==> src/rtl/pe_ec_l4_ctrl.sv <==
// -----------------------------------------------------------------------------
// pe_ec_l4_ctrl
//
// Sequencer for a combinational binarizing PE. For every pooled output
// position (row-major) it fetches one input window, then steps through all
// filters on that window. For each filter it waits PE_LAT settle cycles,
// captures the PE result and offers it on a valid/ready handshake.
//
// Ports
//   clk        : clock, all state on the rising edge
//   rst        : asynchronous active-high reset
//   start      : begins a pass when sampled high in IDLE
//   abort      : synchronous cancel of the current pass (any non-IDLE state)
//   busy       : high in every state except IDLE
//   done       : one-cycle pulse at the end of a completed pass
//   win_req    : window request, held until win_ack
//   win_row    : pooled row of the requested window
//   win_col    : pooled column of the requested window
//   win_ack    : window is applied to the PE (only observed in FETCH)
//   wt_sel     : filter index driving the weight/norm muxes of the PE
//   pe_result  : PE output, one-hot position; any pattern is passed unchanged
//   out_valid  : result valid, held until out_ready
//   out_ready  : result accepted by the sink
//   out_data   : captured PE result
//   out_filt   : filter tag of out_data
//   out_row    : row tag of out_data
//   out_col    : column tag of out_data
// -----------------------------------------------------------------------------
module pe_ec_l4_ctrl #(
    parameter int OUT_H  = 4,
    parameter int OUT_W  = 4,
    parameter int N_FILT = 8,
    parameter int PE_LAT = 1,
    localparam int RW = (OUT_H  > 1) ? $clog2(OUT_H)  : 1,
    localparam int CW = (OUT_W  > 1) ? $clog2(OUT_W)  : 1,
    localparam int FW = (N_FILT > 1) ? $clog2(N_FILT) : 1
) (
    input  logic          clk,
    input  logic          rst,
    input  logic          start,
    input  logic          abort,
    output logic          busy,
    output logic          done,
    output logic          win_req,
    output logic [RW-1:0] win_row,
    output logic [CW-1:0] win_col,
    input  logic          win_ack,
    output logic [FW-1:0] wt_sel,
    input  logic [3:0]    pe_result,
    output logic          out_valid,
    input  logic          out_ready,
    output logic [3:0]    out_data,
    output logic [FW-1:0] out_filt,
    output logic [RW-1:0] out_row,
    output logic [CW-1:0] out_col
);

    // Settle counter width: counts 0 .. PE_LAT-1
    localparam int LW = (PE_LAT > 1) ? $clog2(PE_LAT) : 1;

    localparam logic [RW-1:0] ROW_LAST  = RW'(OUT_H - 1);
    localparam logic [CW-1:0] COL_LAST  = CW'(OUT_W - 1);
    localparam logic [FW-1:0] FILT_LAST = FW'(N_FILT - 1);
    localparam logic [LW-1:0] LAT_LAST  = LW'(PE_LAT - 1);

    typedef enum logic [2:0] {
        S_IDLE    = 3'd0,
        S_FETCH   = 3'd1,
        S_COMPUTE = 3'd2,
        S_EMIT    = 3'd3,
        S_DONE    = 3'd4
    } state_t;

    state_t        r_state;
    state_t        w_state_next;

    logic [RW-1:0] r_row;
    logic [CW-1:0] r_col;
    logic [FW-1:0] r_filt;
    logic [LW-1:0] r_lat;

    logic [3:0]    r_out_data;
    logic [RW-1:0] r_out_row;
    logic [CW-1:0] r_out_col;
    logic [FW-1:0] r_out_filt;

    logic          w_filt_last;
    logic          w_pass_last;
    logic          w_lat_last;
    logic          w_abort;

    assign w_filt_last = (r_filt == FILT_LAST);
    assign w_pass_last = w_filt_last && (r_row == ROW_LAST) && (r_col == COL_LAST);
    assign w_lat_last  = (r_lat == LAT_LAST);
    // Abort is meaningless in IDLE; everywhere else it wins over any handshake
    assign w_abort     = abort && (r_state != S_IDLE);

    // -------------------------------------------------------------------------
    // State register
    // -------------------------------------------------------------------------
    always_ff @(posedge clk or posedge rst) begin
        if (rst) begin
            r_state <= S_IDLE;
        end else begin
            r_state <= w_state_next;
        end
    end

    // -------------------------------------------------------------------------
    // Next-state logic
    // -------------------------------------------------------------------------
    always_comb begin
        w_state_next = r_state;
        if (w_abort) begin
            w_state_next = S_IDLE;
        end else begin
            case (r_state)
                S_IDLE: begin
                    if (start) begin
                        w_state_next = S_FETCH;
                    end
                end
                S_FETCH: begin
                    if (win_ack) begin
                        w_state_next = S_COMPUTE;
                    end
                end
                S_COMPUTE: begin
                    if (w_lat_last) begin
                        w_state_next = S_EMIT;
                    end
                end
                S_EMIT: begin
                    if (out_ready) begin
                        if (w_pass_last) begin
                            w_state_next = S_DONE;
                        end else if (!w_filt_last) begin
                            // Same window, next filter: no refetch needed
                            w_state_next = S_COMPUTE;
                        end else begin
                            w_state_next = S_FETCH;
                        end
                    end
                end
                // start sampled here is deliberately ignored
                S_DONE:  w_state_next = S_IDLE;
                default: w_state_next = S_IDLE;
            endcase
        end
    end

    // -------------------------------------------------------------------------
    // Output decode (state-only, so async reset clears them immediately)
    // -------------------------------------------------------------------------
    always_comb begin
        busy      = 1'b0;
        done      = 1'b0;
        win_req   = 1'b0;
        out_valid = 1'b0;
        case (r_state)
            S_IDLE:    ;
            S_FETCH:   begin busy = 1'b1; win_req   = 1'b1; end
            S_COMPUTE: begin busy = 1'b1;                   end
            S_EMIT:    begin busy = 1'b1; out_valid = 1'b1; end
            S_DONE:    begin busy = 1'b1; done      = 1'b1; end
            default:   ;
        endcase
    end

    assign win_row  = r_row;
    assign win_col  = r_col;
    assign wt_sel   = r_filt;
    assign out_data = r_out_data;
    assign out_row  = r_out_row;
    assign out_col  = r_out_col;
    assign out_filt = r_out_filt;

    // -------------------------------------------------------------------------
    // Position / filter counters, settle counter and result capture
    // -------------------------------------------------------------------------
    always_ff @(posedge clk or posedge rst) begin
        if (rst) begin
            r_row      <= '0;
            r_col      <= '0;
            r_filt     <= '0;
            r_lat      <= '0;
            r_out_data <= '0;
            r_out_row  <= '0;
            r_out_col  <= '0;
            r_out_filt <= '0;
        end else if (w_abort) begin
            // Drop everything, including a result still waiting in EMIT
            r_row      <= '0;
            r_col      <= '0;
            r_filt     <= '0;
            r_lat      <= '0;
            r_out_data <= '0;
            r_out_row  <= '0;
            r_out_col  <= '0;
            r_out_filt <= '0;
        end else begin
            case (r_state)
                S_IDLE: begin
                    if (start) begin
                        r_row  <= '0;
                        r_col  <= '0;
                        r_filt <= '0;
                        r_lat  <= '0;
                    end
                end
                S_FETCH: begin
                    r_lat <= '0;
                end
                S_COMPUTE: begin
                    if (w_lat_last) begin
                        r_lat      <= '0;
                        r_out_data <= pe_result;
                        r_out_row  <= r_row;
                        r_out_col  <= r_col;
                        r_out_filt <= r_filt;
                    end else begin
                        r_lat <= r_lat + 1'b1;
                    end
                end
                S_EMIT: begin
                    if (out_ready) begin
                        if (!w_filt_last) begin
                            r_filt <= r_filt + 1'b1;
                        end else begin
                            r_filt <= '0;
                            if (r_col == COL_LAST) begin
                                r_col <= '0;
                                // Row wraps on the final position so the
                                // counters are already clear when DONE is hit
                                if (r_row == ROW_LAST) begin
                                    r_row <= '0;
                                end else begin
                                    r_row <= r_row + 1'b1;
                                end
                            end else begin
                                r_col <= r_col + 1'b1;
                            end
                        end
                    end
                end
                S_DONE: ;
                default: ;
            endcase
        end
    end

endmodule

==> config.mk <==
export PLATFORM = sky130hd
export DESIGN_NAME = pe_ec_l4_ctrl
export DESIGN_NICKNAME = d
export VERILOG_FILES = /design/src/rtl/pe_ec_l4_ctrl.sv
export SDC_FILE = /design/constraint.sdc
export NUM_CORES = 1
export LEC_CHECK = 0
export BUFFER_PORTS_ARGS = -buffer_cell sky130_fd_sc_hd__buf_2
export CAP_MARGIN = 20
export CORE_MARGIN = 4
export CORE_UTILIZATION = 50
export DETAILED_ROUTE_END_ITERATION = 10
export PLACE_DENSITY_LB_ADDON = 0.25
export SYNTH_ARGS = -nofsm -noshare
export SYNTH_HDL_FRONTEND = slang
export SYNTH_SLANG_ARGS = --single-unit
==> constraint.sdc <==
create_clock -name clk -period 2.2 [get_ports clk]
set_clock_uncertainty 0.15 [all_clocks]
set_input_delay 0.44 -clock clk [delete_from_list [all_inputs] [get_ports clk]]
set_output_delay 0.44 -clock clk [all_outputs]
set_load 0.01 [all_outputs]
After elaboration in Yosys (flattened, before gate mapping)
Cells that the tools add are included.
Word-level totals
  logic and storage cells: 87
  output and inout bits: 22
  bits of input ports: 10
  flip-flop bits (word level): 22
Operators by class
  $add $sub $neg: 4
  reductions and logical operators: 15
  eq/ne operators: 14
  muxes and demuxes: 45
Operator list (count)
  $mux W3: 13
  $mux W2: 17
  $ne A3 B3 Y1 const B: 6
  $mux W4: 3
  $pmux W3 S4: 1
  $pmux W2 S2: 2
  $reduce_and A4 Y1: 2
  $mux W1: 7
  $eq A3 B2 Y1 const B: 2
  $eq A3 B3 Y1 const B: 2
  $pmux W3 S2: 1
  $reduce_bool A3 Y1: 2
  $reduce_and A5 Y1: 1
  $add A2 B1 Y2 const B: 2
  $eq A2 B2 Y1 const B: 2
  $reduce_and A2 Y1: 2
  $reduce_bool A4 Y1: 1
  $reduce_or A4 Y1: 1
  $add A3 B1 Y3 const B: 1
  $eq A3 B1 Y1 const B: 1
  $logic_and A1 B1 Y1: 3
  $logic_not A3 Y1: 1
  $pmux W1 S3: 1
  $reduce_and A3 Y1: 1
  other kinds (3): 3

Depth between registers and ports, before layout
  depth in word-level cells: 7
  mapped depth: 6
  gate-level depth less buffers: 5

Least setup slack after synthesis
No wires, ideal clock.
  path type: register to register
  from: register r_state[2]
  to: register r_filt[0], in the netlist wt_sel[0]
  period minus slack after synthesis: 1817 ps
  arrival: 1542 ps
  slack: 383 ps
  stages on the path, launching flop included: 5
  data required time: 1925 ps
  path buffers: 1
  library setup time: 125 ps
  path through: dfrtp_1 > buf_6 > o31a_1 > a311oi_4 > mux2_4
Between the ends
  longest elaborated chain between the ends: 4
  elaborated cells between the ends (all ways): 10
  those cells by class: eq/ne (3); mux (2); reduce/logical (5)
RTL lines
  from (decl): line 74  | state_t r_state;
  from (signal assigned): line 105  | r_state <= w_state_next;
  $reduce_bool A3 Y1: line 96  | assign w_abort = abort && (r_state != S_IDLE);
  $logic_and A1 B1 Y1: line 96
  $ne A3 B3 Y1 (no line) or $reduce_bool A3 Y1 (tied branches)
  $reduce_and A3 Y1 (no line)
  to (signal assigned): line 228  | r_filt <= r_filt + 1'b1;
  to (decl): line 79  | logic [FW-1:0] r_filt;
Parallel ways exist; a longest one is shown, timed or not.
A chain may end at the register's enable or synchronous reset.

Worst setup path after layout
  from: register r_state[2]
  to: output port out_valid
Between the ends
  longest elaborated chain between the ends: 2
RTL lines
  $eq A3 B2 Y1: line 160  | case (r_state)
  $mux W1: line 160
  to (decl): line 50  | output logic out_valid,
No other way between the ends.

==> results.md <==
- RSZ-0062 raised after global routing: false
- Status: finished, final reports clean
- Non-Filler Instances: 170
- Clk_lat worst skew: 0.30 ns
- Setup Viol. Count Final: 0
- Worst Tran Pin Value: 0.567 ns
- Initial Util: 0.521
- H-Tree Level Count: 1
- Setup Fix Bufs, Post-CTS: 0
- Mapped Area: 0.00115 mm²
- I/O Buffers: 31
- Pleak: 0.739 nW
- Setup crit end kind: output pin
- DRT antenna net count: 0
- Slew margin rel.: 0.617
- GRT overflow: 0
- Max cap viols: 0
- Die Y-Extent: 56.0 µm
- Synthesized instance count: 109
- Total CTS buffers: 3
- Tot GR Track Use: 0.163
- Pre-CTS setup slack: 0.315 ns
- Vias in the first global route: 929
- Period utilisation layout: 0.927
- Post-synth cell types: 36
- Commonest non-fill, non-tap cell in the layout: buf_2
- Final WS setup: 0.161 ns
- Final Instance Area: 0.00138 mm²
- # placed instances: 165
- Via density: 5.41
- CTS max path bufs: 2
- Area grow syn2layout: 19.8%
- TritonCTS clock tree: yes
- CTS clk-pin slew, worst paths: 0.12 ns
- Worst VDD drop: 0.476 mV
- Die Width: 56.0 µm
- CP required: 1.61 ns
- Area after DPL: 0.00134 mm²
- Number of top-level pins: 32
- Diode count: 0
- Max FO, Critical Path: 12
- Setup TNS: 0 ns
- Synth warn: 0
- Worst Setup Start Kind: register
- Count of pins over their slew limit: 0
- Initial antenna violation count: 0
- First-iteration detailed-routing DRC count: 8
- Arr. time, crit path: 1.45 ns
- Fin. Hold Viols: 0
- Hold_ws: 0.226 ns
- Minimum clock period: 2.04 ns
- Yosys reg bits: 21
- PwrDens: 883 mW/mm²
- Highest-count cells in the layout ignoring fill and taps: 31 x buf_2, 20 x dfrtp_1, 12 x mux2i_1, 12 x nor2_1, 6 x nand2_1
- Via count: 919
- First-pass GRT wire length: 4.22 mm
- Crit Path Category: reg2out
- Final nets: 157
- Total power: 1.22 mW
- WL/cell: 13.4 µm
- Worst hold path class: in2reg
- CTS sink cnt: 21
- Routability cong.: 0.852
- Sequential area share after synthesis: 0.456
- HPWL Detailed: 1.70 mm
- Clock root buffer: clkbuf_4
- Final Core Density: 0.625
- Max frequency: 491 MHz
- Die area: 0.00314 mm²
- Largest net degree at the start of global routing: 22
- Share of cells above drive strength 1: 0.331
- Post-Syn Nets: 123
- Post-Route WL: 2.28 mm
- Synthesized area per cell: 10.6 µm²
- Cell Rows: 17
- Detailed-route DRC error count: 0
- Pre-antenna DRT Iters: 4
- Core area: 0.00221 mm²
[flip-flops by register name, indices dropped and copies added, names as in the netlist]
register,count
win_row,2
win_col,2
out_row,2
out_filt,3
r_state,3
out_data,4
wt_sel,3
out_col,2
[worst max-delay path, cell delays in order, from the launching register on]
cell and delay (ns):
dfrtp_1 0.53, nor2b_1 0.32, and2_1 0.17, buf_2 0.13
[layer usage]
layer	share of wire	global-route usage	up-vias
met3	0.042	0.0232	4
met1	0.44	0.215	440
met4	0.0074	0.0407	0
li1	-	-	455
met2	0.51	0.280	20
met5	0	0	-
[path summary, 6_finish.rpt]
kind                       cells past startpoint  slack (ns)           to    startpoint
setup / recovery                               3        0.16    out_valid    r_state[2]
max in group asynchronous                      4        1.12   r_state[1]           rst
min in group asynchronous                      4        0.55  out_data[2]           rst
setup reg to reg                               5        0.28   r_state[1]     wt_sel[0]
hold / removal                                 3        0.23  out_data[3]  pe_result[3]
hold reg to reg                                2        0.38  out_filt[0]   out_filt[0]
[Yosys cell counts]
library cell   n  area share
nand4bb_1      1      0.0098
nor2b_1        1      0.0054
and3_1         3       0.016
nand4_1        1      0.0054
nand2_1        6       0.020
or4b_2         1      0.0087
buf_2          3       0.013
or4_1          1      0.0065
nor4_1         2       0.011
o21ai_0        1      0.0043
nor3_1         4       0.017
ha_1           4       0.043
clkbuf_1       3      0.0098
mux2_2         1      0.0098
o21ai_1        1      0.0043
buf_6          1      0.0098
nor4bb_1       1      0.0087
a211o_1        3       0.023
a21o_1         1      0.0065
or3_1          2       0.011
xnor2_1        1      0.0076
nor3b_1        3       0.020
mux2_4         2       0.026
mux2i_1       12        0.10
a21oi_1        2      0.0087
inv_1          5       0.016
nand3_1        2      0.0087
nor2_1        12       0.039
dfrtp_1       21        0.46
a311oi_4       1       0.023
nand2b_1       2       0.011
nor4b_2        1       0.013
and2_1         1      0.0054
o31ai_1        1      0.0065
o31a_1         1      0.0076
a31oi_1        1      0.0054
[cell families after synthesis]
group	after synthesis	share of synthesized area
AOI/OAI and AO/OA	12	0.0889
and+or+nand+nor	44	0.216
adders and majority gates	4	0.0434
xor gates and xnor gates	1	0.00759
DFF	21	0.456
buffers and inverters	12	0.0488
muxes	15	0.140
[final cells by class]
type	count	area (µm²)
Clock buffer	3	22.5
Clock inverter	1	7.51
Fill cell	192	830
Inverter	5	18.8
Multi-Input combinational cell	76	577
Sequential cell	21	527
Tap cell	28	35.0
Timing Repair Buffer	36	195
[power by group]
part / switching (mW) / internal (mW)
Clock: 0.122 / 0.0692
Combinational: 0.257 / 0.238
Sequential: 0.0876 / 0.447
Total: 0.467 / 0.754
[what timing repair did]
| item | in CTS | in global routing |
|---|---|---|
| endpoints found under the hold margin | 21 | 0 |
| setup endpoints to repair | 0 | 1 |
| resized for setup | 0 | 1 |
| hold buffers | 1 | 0 |
No activity file was read; power rests on OpenSTA's default activity.
